## config.mk

```make
export PLATFORM = sky130hd
export DESIGN_NAME = mode_counter_n
export DESIGN_NICKNAME = d
export VERILOG_FILES = /design/src/rtl/mode_counter_pkg.sv /design/src/rtl/mode_counter_n_tick_prescaler.sv /design/src/rtl/mode_counter_n.sv
export SDC_FILE = /design/constraint.sdc
export NUM_CORES = 1
export LEC_CHECK = 0
export CAP_MARGIN = 20
export CORE_AREA = 2 2 43 45
export CTS_BUF_LIST = sky130_fd_sc_hd__clkbuf_2
export DETAILED_ROUTE_END_ITERATION = 12
export DIE_AREA = 0 0 45 47
export PLACE_DENSITY_LB_ADDON = 0.05
export RECOVER_POWER = 25
export SKIP_CTS_REPAIR_TIMING = 1
export SKIP_LAST_GASP = 1
export SLEW_MARGIN = 10
export SYNTH_ARGS = -nofsm -noshare
export SYNTH_HDL_FRONTEND = slang
export SYNTH_SLANG_ARGS = --single-unit
```

## constraint.sdc

```tcl
create_clock -name clock -period 2.55 [get_ports clock]
set_input_delay 0.3825 -clock clock [delete_from_list [all_inputs] [get_ports clock]]
set_output_delay 0.3825 -clock clock [all_outputs]
set_load 0.1 [all_outputs]
```

## src/rtl/mode_counter_pkg.sv

```systemverilog
// mode_counter_pkg
//   Shared definitions for mode_counter_n and its prescaler.
//   SEL_*      : encodings of the 2-bit select input (hold/down/up/load).
//   clamp_load : limits a load value to the highest legal count.
package mode_counter_pkg;

    localparam logic [1:0] SEL_HOLD = 2'b00;
    localparam logic [1:0] SEL_DOWN = 2'b01;
    localparam logic [1:0] SEL_UP   = 2'b10;
    localparam logic [1:0] SEL_LOAD = 2'b11;

    // Values above max would be unreachable counts, so they collapse to max.
    function automatic int unsigned clamp_load(input int unsigned value, input int unsigned max);
        return (value > max) ? max : value;
    endfunction

endpackage

```

## src/rtl/mode_counter_n_tick_prescaler.sv

```systemverilog
// tick_prescaler
//   Counts enabled clock edges 0..PRESCALE-1 and flags the edge where the
//   phase wraps.
// Ports:
//   clock   in  rising-edge clock
//   Reset   in  asynchronous active-high reset
//   En      in  enable; 0 freezes the phase
//   clear   in  forces the phase back to 0 on an enabled edge
//   tick_en out combinational: this enabled edge completes a prescale period
//   tick    out registered copy of tick_en (one-cycle strobe)
module tick_prescaler #(
    parameter int PRESCALE = 1
) (
    input  logic clock,
    input  logic Reset,
    input  logic En,
    input  logic clear,
    output logic tick_en,
    output logic tick
);

    localparam int CW = (PRESCALE > 1) ? $clog2(PRESCALE) : 1;
    localparam logic [CW-1:0] LAST = CW'(PRESCALE - 1);

    logic [CW-1:0] phase;

    assign tick_en = En && (phase == LAST);

    always_ff @(posedge clock or posedge Reset) begin
        if (Reset) begin
            phase <= '0;
            tick  <= 1'b0;
        end else begin
            // The strobe reflects the wrap even on a clearing edge, so
            // PRESCALE=1 always gives tick = En delayed by one cycle.
            tick <= tick_en;
            if (En) begin
                if (clear || tick_en)
                    phase <= '0;
                else
                    phase <= phase + CW'(1);
            end
        end
    end

endmodule

```

## src/rtl/mode_counter_n.sv

```systemverilog
// mode_counter_n
//   Modulo (MAX_COUNT+1) counter with hold/down/up/load modes, enable and
//   prescaler. tc pulses for one cycle on a wrap step.
//   Optional macro COUNTER_SATURATE_EN: up at MAX_COUNT / down at 0 hold the
//   count instead of wrapping, and tc pulses on each such blocked step.
// Ports:
//   clock       in  rising-edge clock
//   Reset       in  asynchronous active-high reset
//   En          in  count enable; 0 freezes count and prescaler
//   select      in  mode: 00 hold, 01 down, 10 up, 11 load
//   load_value  in  value captured in load mode (clamped to MAX_COUNT)
//   count       out current count (registered)
//   tc          out terminal-count pulse (registered)
//   tick        out prescaler step strobe (registered)
module mode_counter_n
    import mode_counter_pkg::*;
#(
    parameter int WIDTH     = 4,
    parameter int MAX_COUNT = (1 << WIDTH) - 1,
    parameter int PRESCALE  = 1
) (
    input  logic             clock,
    input  logic             Reset,
    input  logic             En,
    input  logic [1:0]       select,
    input  logic [WIDTH-1:0] load_value,
    output logic [WIDTH-1:0] count,
    output logic             tc,
    output logic             tick
);

    localparam logic [WIDTH-1:0] MAX = WIDTH'(MAX_COUNT);

    logic step;
    logic load;

    assign load = En && (select == SEL_LOAD);

    tick_prescaler #(
        .PRESCALE(PRESCALE)
    ) u_prescaler (
        .clock  (clock),
        .Reset  (Reset),
        .En     (En),
        .clear  (load),
        .tick_en(step),
        .tick   (tick)
    );

    always_ff @(posedge clock or posedge Reset) begin
        if (Reset) begin
            count <= '0;
            tc    <= 1'b0;
        end else begin
            tc <= 1'b0;
            if (load) begin
                count <= WIDTH'(clamp_load(int'(load_value), MAX_COUNT));
            end else if (step && select == SEL_UP) begin
                if (count == MAX) begin
`ifdef COUNTER_SATURATE_EN
                    count <= count;
`else
                    count <= '0;
`endif
                    tc <= 1'b1;
                end else begin
                    count <= count + WIDTH'(1);
                end
            end else if (step && select == SEL_DOWN) begin
                if (count == '0) begin
`ifdef COUNTER_SATURATE_EN
                    count <= count;
`else
                    count <= MAX;
`endif
                    tc <= 1'b1;
                end else begin
                    count <= count - WIDTH'(1);
                end
            end
        end
    end

endmodule
```

# --- After elaboration in Yosys (flattened, before gate mapping) ---
# Index checks and enable logic that the tools add are counted.
op_classes:
  add_sub_neg: 3
  multipliers: 0
  div: 0
  magnitude_cmp: 0
  eq_ne: 4
  shifts: 0
  n_mux: 11
  bitwise_logic: 1
  reduce_logical: 7
ops:
  columns: ["operator", "n"]
  rows:
  - ["2-to-1 mux 4 bit", 5]
  - ["2-to-1 mux 1 bit", 6]
  - ["adder 4 x 1 -> 4 bit, second input constant", 1]
  - ["equality test 2 bit, second input constant", 2]
  - ["equality test 4 bit, second input constant", 1]
  - ["logical AND 1 bit", 4]
  - ["logical NOT 4 bit", 1]
  - ["subtractor 4 x 1 -> 4 bit, second input constant", 1]
  - ["nonzero test 3 bit", 1]
  - ["equality test 2 x 1 -> 1 bit, second input constant", 1]
  - ["adder 1 bit, second input constant", 1]
  - ["logical OR 1 bit", 1]
  - ["inverter 1 bit", 1]
totals:
  register_bits: 7
  latchBits: 0
  mem_bits_rw: 0
  rom_bits: 0
  inputBits: 9
  out_inout_bits: 6
  word_cells: 30
  n_memories: 0

# --- Depth between registers and ports, before layout ---
# Gate-level depths: netlist of run 1.
logic_depth:
  depth_word: 6
  ltp_mapped: 7
  mapped_depth_nobuf: 6

# --- Hierarchy ---
# From an unflattened synthesis of run 1, not the netlist that was laid out.
hier_totals:
  hier_cells: 54
  area_unflattened_um2: 495.5
by_module_without_submodules:
  columns: ["module", "instances", "cells_each", "area_each_um2"]
  rows:
  - ["mode_counter_n", 1, 49, 426.7]
  - ["tick_prescaler", 1, 5, 68.8]

# --- Worst setup path after synthesis of run 1 ---
# No wires, ideal clock.
synth_timing:
  path_kind: "register -> register"
  startpoint: "reg count[0]"
  endpoint: "reg count[1]"
  setup_time_ns: 0.121
  arrival_ns: 2.026
  required_ns: 2.429
  setup_slack_ns: 0.403
  path_stages_with_launch: 8
  n_path_buf: 1
  period_less_slack_ns: 2.147
  cell_sequence: "dfrtp_1 -> clkbuf_1 -> inv_1 -> ha_1 -> nor3b_1 -> a21oi_1 -> o221ai_1 -> o21a_1"
synth_between:
  elab_chain_cells: 5
  elab_cells_between_ends: 9
  classes_between: "add/sub: 2; eq/ne: 1; mux: 5; reduce/logical: 1"
synth_rtl:
  columns: ["element", "line", "rtl"]
  rows:
  - ["from (decl)", "mode_counter_n.sv:27", "output logic [WIDTH-1:0] count,"]
  - ["from (signal assigned)", "mode_counter_n.sv:57", "count <= WIDTH'(clamp_load(int'(load_value), MAX_COUNT));"]
  - ["from (signal assigned)", "mode_counter_n.sv:67", "count <= count + WIDTH'(1);"]
  - ["from (signal assigned)", "mode_counter_n.sv:78", "count <= count - WIDTH'(1);"]
  - ["subtractor 4 x 1 -> 4 bit / logical NOT 4 bit (equally long branches)", "mode_counter_n.sv:78, mode_counter_n.sv:70", null]
  - ["2-to-1 mux 4 bit", "mode_counter_n.sv:70", "if (count == '0) begin"]
  - ["2-to-1 mux 4 bit", "mode_counter_n.sv:69", "end else if (step && select == SEL_DOWN) begin"]
  - ["2-to-1 mux 4 bit (*)", "mode_counter_n.sv:58", "end else if (step && select == SEL_UP) begin"]
  - ["2-to-1 mux 4 bit (*)", "mode_counter_n.sv:56", "if (load) begin"]
# Mark *: on every way between the ends. The rest lies on a longest branch, timed or not. The select of a mux whose other input is x is not followed.
# A chain may end at the register's enable or synchronous reset.

# --- Worst setup path in the final report of run 1 ---
layout_timing:
  startpoint: "in select[0]"
  endpoint: "reg count[2]"
layout_between:
  elab_chain_cells: 4
  elab_cells_between_ends: 9
  classes_between: "eq/ne: 3; mux: 2; reduce/logical: 4"
layout_rtl:
  columns: ["element", "line", "rtl"]
  rows:
  - ["from (decl)", "mode_counter_n.sv:25", "input logic [1:0] select,"]
  - ["equality test 2 bit", "mode_counter_n.sv:58", null]
  - ["logical AND 1 bit", "mode_counter_n.sv:58", null]
  - ["2-to-1 mux 4 bit", "mode_counter_n.sv:58", null]
  - ["2-to-1 mux 4 bit", "mode_counter_n.sv:56", null]
# Several ways; a longest one is shown, not always the timed one.

==> impl_metrics.py, run 1 <==
metrics = {
    "timing": {
        "finalMaxSlewViolations": 0,
        "worstMarginPinSlew_ns": 0.321,
        "clock_skew_ns": 0.00133,
        "final.setup.tns_ns": 0,
        "max_freq_ghz": 0.618,
        "hold-worst-slack_ns": 0.517,
        "fin_crit_sh_pct": 63.5,
        "final_hold_viol_count": 0,
        "rsz0062_at_grt": "false",
        "slew_headroom_pct": 78.6,
        "setup_viol": 0,
        "fin_crit_ns": 1.62,
    },
    "cts": {
        "clockRootBuffer": "clkbuf_2",
        "clkSinkCount": 7,
        "cts.clk_slew.worst_paths_ns": 0.07,
        "clk_latency_ns": 0.22,
        "htreeDepth": 1,
        "cts_tree": "done",
        "cts_buffers": 3,
        "clockBufferDepth": 2,
    },
    "synthesis": {
        "ys_seq_area_share_pct": 37.1,
        "ys_async_sr_fraction_pct": 100,
        "netlist_area_sq_um": 472,
        "syn_nets": 67,
        "synth_edf_count": 0,
        "synth.distinct_cells": 26,
        "synth_cells": 56,
        "ys_ff_latch": 7,
        "synth_ff_type": "dfrtp_1",
        "yosysWarnings": 0,
        "avgSynthCellArea_sq_um": 8.42,
    },
    "floorplanning": {
        "core_sq_mm": 0.00165,
        "die-area_sq_mm": 0.00212,
        "die_w_um": 45,
        "num_io_pins": 15,
        "placementRows": 15,
        "die_y_um": 47,
        "start_util_pct": 28.6,
    },
    "finish": {
        "drive_gt1_share_pct": 15.3,
        "nets": 84,
        "fin_cells": 89,
        "final_cell_mix": "7 x dfrtp_1, 7 x clkdlybuf4s50_1, 6 x buf_4",
        "antenna_cells": 0,
        "utilization_pct": 38.2,
        "syn_to_final_growth_pct": 33.7,
    },
    "worst_setup_path": {
        "regToRegSetupSlack_ns": 0.96,
        "crit_arrival_ns": 1.72,
        "cp-start-kind": "input pin",
        "rr_endpoint": "count[1]",
        "endpoint_kind": "flip-flop",
        "crit_slowest_cell": "clkdlybuf4s50_1",
        "cp.required_ns": 2.65,
        "worstPathCellList": "clkdlybuf4s50_1 -> and4bb_1 -> mux2i_1 -> a21boi_1 -> a2bb2oi_1",
        "slowest_delay_ns": 0.51,
        "worst-r2r-cell-count": 6,
        "r2r-start": "count[0]",
        "critical_path.max_fanout": 8,
        "crit_type": "in2reg",
    },
    "global_route": {
        "overflow": 0,
        "grt_pass1_wl_um": 1730,
        "grt_usage_pct": 11.6,
        "grt_start_max_net_pins": 11,
        "grt_pass1_vias": 391,
        "antenna_found_initial": 0,
    },
    "placement": {
        "dpl.hpwl_um": 852,
        "io_buffer_count": 14,
        "routabilityCongestion": 0.726,
        "dp_cells": 85,
    },
    "drt": {
        "wl_um": 1130,
        "viasPerCell": 5.09,
        "drc": 0,
        "vias": 453,
        "ant_nets": 0,
        "avgRoutedWirePerCell_um": 12.7,
        "drt_iter0_markers": 4,
        "dr.pass1.iters": 4,
    },
    "run_status": {
        "outcome": "complete, no violations",
    },
    "power_and_ir_drop": {
        "p_per_area_mw_per_mm2": 975,
        "p_leak_nw": 0.288,
        "power_uw": 615,
        "peakVddDrop_mv": 0.269,
    },
    "worst_hold_path": {
        "hold_path_class": "in2async",
    },
    "run": {
        "maxCapViolCount": 0,
    },
}
-- routing by layer --
layer / GRT usage, % / part of all wire (%) / up-vias
met2: 18.0 / 45 / 10
met5: 0 / 0 / -
met3: 5.77 / 5.1 / 0
met1: 14.9 / 50 / 206
li1: - / - / 237
met4: 1.76 / 0 / 0
-- where the power goes --
group	switching [mW]	internal (mW)
Combinational	0.244	0.100
Sequential	0.0559	0.134
Clock	0.0393	0.0417
-- Yosys cell counts (2+ instances only) --
cell type	number	area, sq um
nor3_1	2	10.0
nor2_1	5	18.8
nand2_1	3	11.3
o22ai_1	4	25.0
dfrtp_1	7	175
nand3_1	2	10.0
nor2b_1	2	12.5
ha_1	2	25.0
a21oi_1	4	20.0
a31oi_1	3	18.8
inv_1	5	18.8
nand2b_1	2	12.5
clkbuf_1	2	7.51
-- flip-flops by register name, summed over array words and instances (netlist names) --
signal / count
count: 4
u_prescaler.phase: 1
tc: 1
u_prescaler.tick: 1
-- cells by family after synthesis --
logic type,after synthesis,share of synthesized area [%]
AND/OR/NAND/NOR,20,23.3
AO/OA/AOI/OAI,19,26.5
buffers and inverters,7,5.57
flip-flops,7,37.1
adder cells (fa/ha/maj),2,5.30
multiplexers,1,2.12
-- per-stage QoR --
step	instance area, sq um	worst slack [ns]
final	631	0.931
after floorplan	472	0.403
after CTS	631	0.951
after global routing	631	0.824
after global placement	611	0.702
after detailed placement	611	0.691
-- worst max-delay path by stage --
stage	from	to	slack, ns
detailed placement	select[0]	count[2]	0.69
global placement	select[0]	count[2]	0.70
global route	count[0]	count[1]	0.82
CTS	select[0]	count[2]	0.95
floorplan	count[0]	count[1]	0.40
finish	select[0]	count[2]	0.93
-- final cells by class --
type,instances,area [sq um]
sequential,7,175
inverter,5,18.8
clock buffer,4,20.0
fill,184,1020
timing repair buffer,14,125
multi-input combinational,42,270
tap,17,21.3
-- worst max-delay path, delay by kind of cell --
| family | cells | cell delay (ns) |
|---|---|---|
| and+or+nand+nor | 1 | 0.34 |
| AOI/OAI and AO/OA | 2 | 0.24 |
| buffers and inverters | 1 | 0.51 |
| muxes | 1 | 0.25 |
Power figures use the tool's default switching activity.
==> run 2, diff against run 1 <==
- clock period: 2.55 -> 1.4 ns (I/O delays scaled with it)
==> impl_metrics.py, run 2 (same netlist as run 1, synthesis figures left out) <==
metrics = {
    "run_status": {
        "outcome": "complete, no violations",
    },
    "drt": {
        "drc": 0,
        "dr.pass1.iters": 4,
        "ant_nets": 0,
        "drt_iter0_markers": 10,
        "vias": 527,
        "viasPerCell": 5.17,
        "wl_um": 1290,
        "avgRoutedWirePerCell_um": 12.6,
    },
    "power_and_ir_drop": {
        "clkPwrFrac_pct": 11.3,
        "p_leak_nw": 0.378,
        "comb_power_share_pct": 63.3,
        "seqPwrFrac_pct": 25.3,
        "swShare_pct": 48.3,
        "p_switching_uw": 688,
        "p_per_area_mw_per_mm2": 1630,
        "internal_power_uw": 737,
        "peakVddDrop_mv": 0.885,
    },
    "cts": {
        "cts_buffers": 3,
        "cts_tree": "done",
        "cts.clk_slew.worst_paths_ns": 0.09,
        "clk_latency_ns": 0.24,
        "clkSinkCount": 7,
        "clockRootBuffer": "clkbuf_2",
        "htreeDepth": 1,
        "clockBufferDepth": 2,
    },
    "global_route": {
        "grt_usage_pct": 13.4,
        "grt_pass1_wl_um": 1970,
        "overflow": 0,
        "antenna_found_initial": 0,
        "grt_start_max_net_pins": 10,
        "grt_pass1_vias": 457,
    },
    "worst_setup_path": {
        "worstPathCellList": "inv_4 -> ha_4 -> nor3b_4 -> a21oi_2 -> o221ai_1 -> o21a_1",
        "slowest_delay_ns": 0.51,
        "r2r-start": "count[1]",
        "critical_path.max_fanout": 4,
        "critPathBufInv": 1,
        "cp_top_family": "flip-flops",
        "worst-r2r-cell-count": 6,
        "crit_type": "reg2reg",
        "cp.depth": 6,
        "crit_arrival_ns": 1.50,
        "endpoint_kind": "flip-flop",
        "cp-start-kind": "flip-flop",
        "crit_slowest_cell": "dfrtp_4",
        "regToRegSetupSlack_ns": 0.05,
        "crit_end": "count[1]",
        "cp.required_ns": 1.54,
        "critPathLaunch": "count[1]",
        "rr_endpoint": "count[1]",
    },
    "timing": {
        "final.setup.tns_ns": 0,
        "finalMaxSlewViolations": 0,
        "fin_crit_sh_pct": 96.5,
        "max_freq_ghz": 0.740,
        "rsz0062_at_grt": "true",
        "slew_headroom_pct": 79.0,
        "worstMarginPinSlew_ns": 0.314,
        "fin_crit_ns": 1.35,
        "final_hold_viol_count": 0,
        "clock_skew_ns": 0.00784,
        "setup_viol": 0,
    },
    "floorplanning": {
        "start_util_pct": 28.6,
        "die_y_um": 47,
        "die-area_sq_mm": 0.00212,
        "num_io_pins": 15,
        "die_w_um": 45,
        "core_sq_mm": 0.00165,
        "placementRows": 15,
    },
    "finish": {
        "antenna_cells": 0,
        "utilization_pct": 53.0,
        "final_cell_mix": "13 x buf_4, 7 x clkdlybuf4s50_1, 6 x buf_12",
        "top_register": "count",
        "final_area_sq_um": 875,
        "largest_register_ffs": 4,
        "ff_latch_area_sq_um": 189,
        "multi_input_area_sq_um": 323,
        "syn_to_final_growth_pct": 85.4,
        "nets": 97,
        "drive_gt1_share_pct": 45.9,
        "mostFrequentLayoutCell": "buf_4",
        "fillers": 168,
    },
    "placement": {
        "routabilityCongestion": 0.729,
        "dpl_cell_area_sq_um": 822,
        "dpl.hpwl_um": 1020,
        "io_buffer_count": 14,
    },
    "run": {
        "maxCapViolCount": 0,
    },
    "worst_hold_path": {
        "hold_path_class": "in2async",
    },
}
-- run 2: through the flow --
stage | hold slack [ns] | cells | worst slack (ns) | total power [mW]
floorplan | 0.0134 | 56 | -0.254 | 0.888
global placement | 0.477 | 98 | -0.150 | 1.23
detailed placement | 0.488 | 98 | -0.191 | 1.23
CTS | 0.204 | 102 | -0.0537 | 1.40
global route | 0.367 | 102 | -0.0230 | 1.50
finish | 0.349 | 102 | 0.0492 | 1.42
-- run 2: metal layers --
metal	wire length [um]	GRT usage [%]	vias up
met5	0	0	-
met4	16	5.88	0
met3	63	5.77	2
met2	679	22.0	14
met1	528	15.3	246
li1	-	-	265
-- run 2: area by class of cell --
type,instances,area share (%)
Sequential cell,7,21.6
Clock buffer,4,2.29
Inverter,5,2.72
Tap cell,17,2.43
Multi-Input combinational cell,42,36.9
Timing Repair Buffer,27,34.0
-- run 2: how the worst min path moves through the flow --
| stage | to | slack (ns) | depth (start not counted) |
|---|---|---|---|
| floorplan | tc | 0.01 | 1 |
| global placement | u_prescaler.phase | 0.48 | 2 |
| detailed placement | u_prescaler.phase | 0.49 | 2 |
| CTS | u_prescaler.phase | 0.20 | 2 |
| global route | count[1] | 0.37 | 2 |
| finish | count[2] | 0.35 | 2 |
-- run 2: power groups by stage --
stage / Sequential [mW] / Clock [mW] / Combinational [mW]
after floorplan: 0.630 / 0 / 0.258
after global placement: 0.358 / 0 / 0.871
after detailed placement: 0.358 / 0 / 0.874
after CTS: 0.355 / 0.171 / 0.874
after global routing: 0.375 / 0.174 / 0.953
final: 0.361 / 0.162 / 0.902
-- run 2: worst register-to-register path: cells and delay by family (launching register included) --
family | cells | cell delay, ns
flops | 1 | 0.51
compound gates | 3 | 0.33
fa+ha+maj | 1 | 0.19
simple gates | 1 | 0.14
buf+inv | 1 | 0.07
==> run 3, diff against run 2 <==
- ABC_CLOCK_PERIOD_IN_PS: not set -> 1550
- GPL_TIMING_DRIVEN: not set -> 0
- clock period: 1.4 -> 1.55 ns (I/O delays scaled with it)
==> impl_metrics.py, run 3 (same netlist as run 1, synthesis figures left out) <==
metrics = {
    "global_route": {
        "grt_start_max_net_pins": 9,
        "antenna_found_initial": 0,
        "overflow": 0,
        "grt_pass1_wl_um": 1900,
        "grt_usage_pct": 12.9,
        "grt_pass1_vias": 422,
    },
    "run_status": {
        "outcome": "complete, no violations",
    },
    "power_and_ir_drop": {
        "p_per_area_mw_per_mm2": 1520,
        "peakVddDrop_mv": 0.541,
        "p_leak_nw": 0.325,
        "power_mw": 1.09,
    },
    "timing": {
        "final_hold_viol_count": 0,
        "worstMarginPinSlew_ns": 0.544,
        "finalMaxSlewViolations": 0,
        "slew_headroom_pct": 63.9,
        "setup_viol": 0,
        "rsz0062_at_grt": "true",
        "clock_skew_ns": 0.00116,
        "max_freq_ghz": 0.675,
        "fin_crit_sh_pct": 95.6,
        "fin_crit_ns": 1.48,
        "final.setup.tns_ns": 0,
    },
    "floorplanning": {
        "start_util_pct": 28.6,
        "die_y_um": 47,
        "placementRows": 15,
        "die-area_sq_mm": 0.00212,
        "num_io_pins": 15,
        "core_sq_mm": 0.00165,
        "die_w_um": 45,
    },
    "worst_hold_path": {
        "hold_path_class": "in2async",
    },
    "worst_setup_path": {
        "crit_slowest_cell": "dfrtp_4",
        "crit_arrival_ns": 1.60,
        "cp.required_ns": 1.67,
        "cp-start-kind": "flip-flop",
        "slowest_delay_ns": 0.50,
        "crit_type": "reg2reg",
        "regToRegSetupSlack_ns": 0.07,
        "r2r-start": "count[0]",
        "rr_endpoint": "count[1]",
        "endpoint_kind": "flip-flop",
        "critical_path.max_fanout": 4,
        "worst-r2r-cell-count": 7,
        "worstPathCellList": "buf_8 -> inv_4 -> ha_4 -> nor3b_2 -> a21oi_1 -> o221ai_1 -> o21a_1",
    },
    "drt": {
        "dr.pass1.iters": 2,
        "ant_nets": 0,
        "wl_um": 1210,
        "avgRoutedWirePerCell_um": 12.6,
        "drt_iter0_markers": 6,
        "viasPerCell": 4.99,
        "vias": 479,
        "drc": 0,
    },
    "finish": {
        "largest_register_ffs": 4,
        "syn_to_final_growth_pct": 52.0,
        "nets": 91,
        "drive_gt1_share_pct": 31.6,
        "top_register": "count",
        "final_cell_mix": "10 x clkbuf_2, 6 x clkdlybuf4s50_1, 5 x nor2_1, 5 x buf_4",
        "fillers": 171,
        "mostFrequentLayoutCell": "clkbuf_2",
        "antenna_cells": 0,
    },
    "cts": {
        "clockBufferDepth": 2,
        "clockRootBuffer": "clkbuf_2",
        "clkSinkCount": 7,
        "cts.clk_slew.worst_paths_ns": 0.07,
        "htreeDepth": 1,
        "cts_tree": "done",
        "clk_latency_ns": 0.23,
        "cts_buffers": 3,
    },
    "placement": {
        "dpl.hpwl_um": 900,
        "io_buffer_count": 14,
        "routabilityCongestion": 0.719,
    },
    "run": {
        "maxCapViolCount": 0,
    },
}
run 3: cell count changes in the layout (fill, tap and decap cells not counted), moves of 2 or more:
cell      change
a21oi_1       +2
buf_12        -6
buf_4         -8
a21oi_2       -2
clkbuf_2      +6
run 3: cell type report:
cell class	count	area [sq um]	share of cell area (%)
Multi-Input combinational cell	42	300	41.9
Timing Repair Buffer	19	150	20.9
Buffer	2	18.8	2.62
Tap cell	17	21.3	2.97
Sequential cell	7	185	25.8
Inverter	5	21.3	2.97
Clock buffer	4	20.0	2.79
run 3: power by group:
group | leakage, nW | switching [mW] | internal (mW) | total (mW)
Sequential | 0.0803 | 0.0529 | 0.234 | 0.287
Clock | 0.0166 | 0.0642 | 0.0686 | 0.133
Combinational | 0.228 | 0.460 | 0.211 | 0.671
run 3: worst max-delay path, delay by kind of cell (launching register included):
| family | cells | cell delay [ns] |
|---|---|---|
| adders and majority gates | 1 | 0.18 |
| AOI/OAI and AO/OA | 3 | 0.37 |
| buffers and inverters | 2 | 0.18 |
| DFF | 1 | 0.50 |
| and+or+nand+nor | 1 | 0.14 |
run 3: worst max-delay path by stage:
stage,from,endpoint,depth (start not counted)
after floorplan,count[0],count[1],7
after global placement,count[1],count[1],1
after detailed placement,count[1],count[1],1
after CTS,count[1],count[1],1
after global routing,count[0],count[1],7
final,count[0],count[1],7
run 3: metrics by stage:
step	util, %	setup WS [ns]	hold WS (ns)	instance area [sq um]	std cells
floorplan	-	-0.104	0.0358	512	56
detailed placement	40.8	-0.281	0.482	673	87
finish	43.4	0.0679	0.364	717	96
global route	43.4	-0.00818	0.381	717	96
global placement	40.8	-0.282	0.477	673	87
CTS	42.0	-0.550	0.219	693	91
run 3: layer usage:
layer  up-vias  GRT usage [%]  share of wire, %
met4         0           1.76                 0
met1       216           15.3                46
met2        14           21.1                49
li1        249              -                 -
met5         -              0                 0
met3         0           6.92               4.5
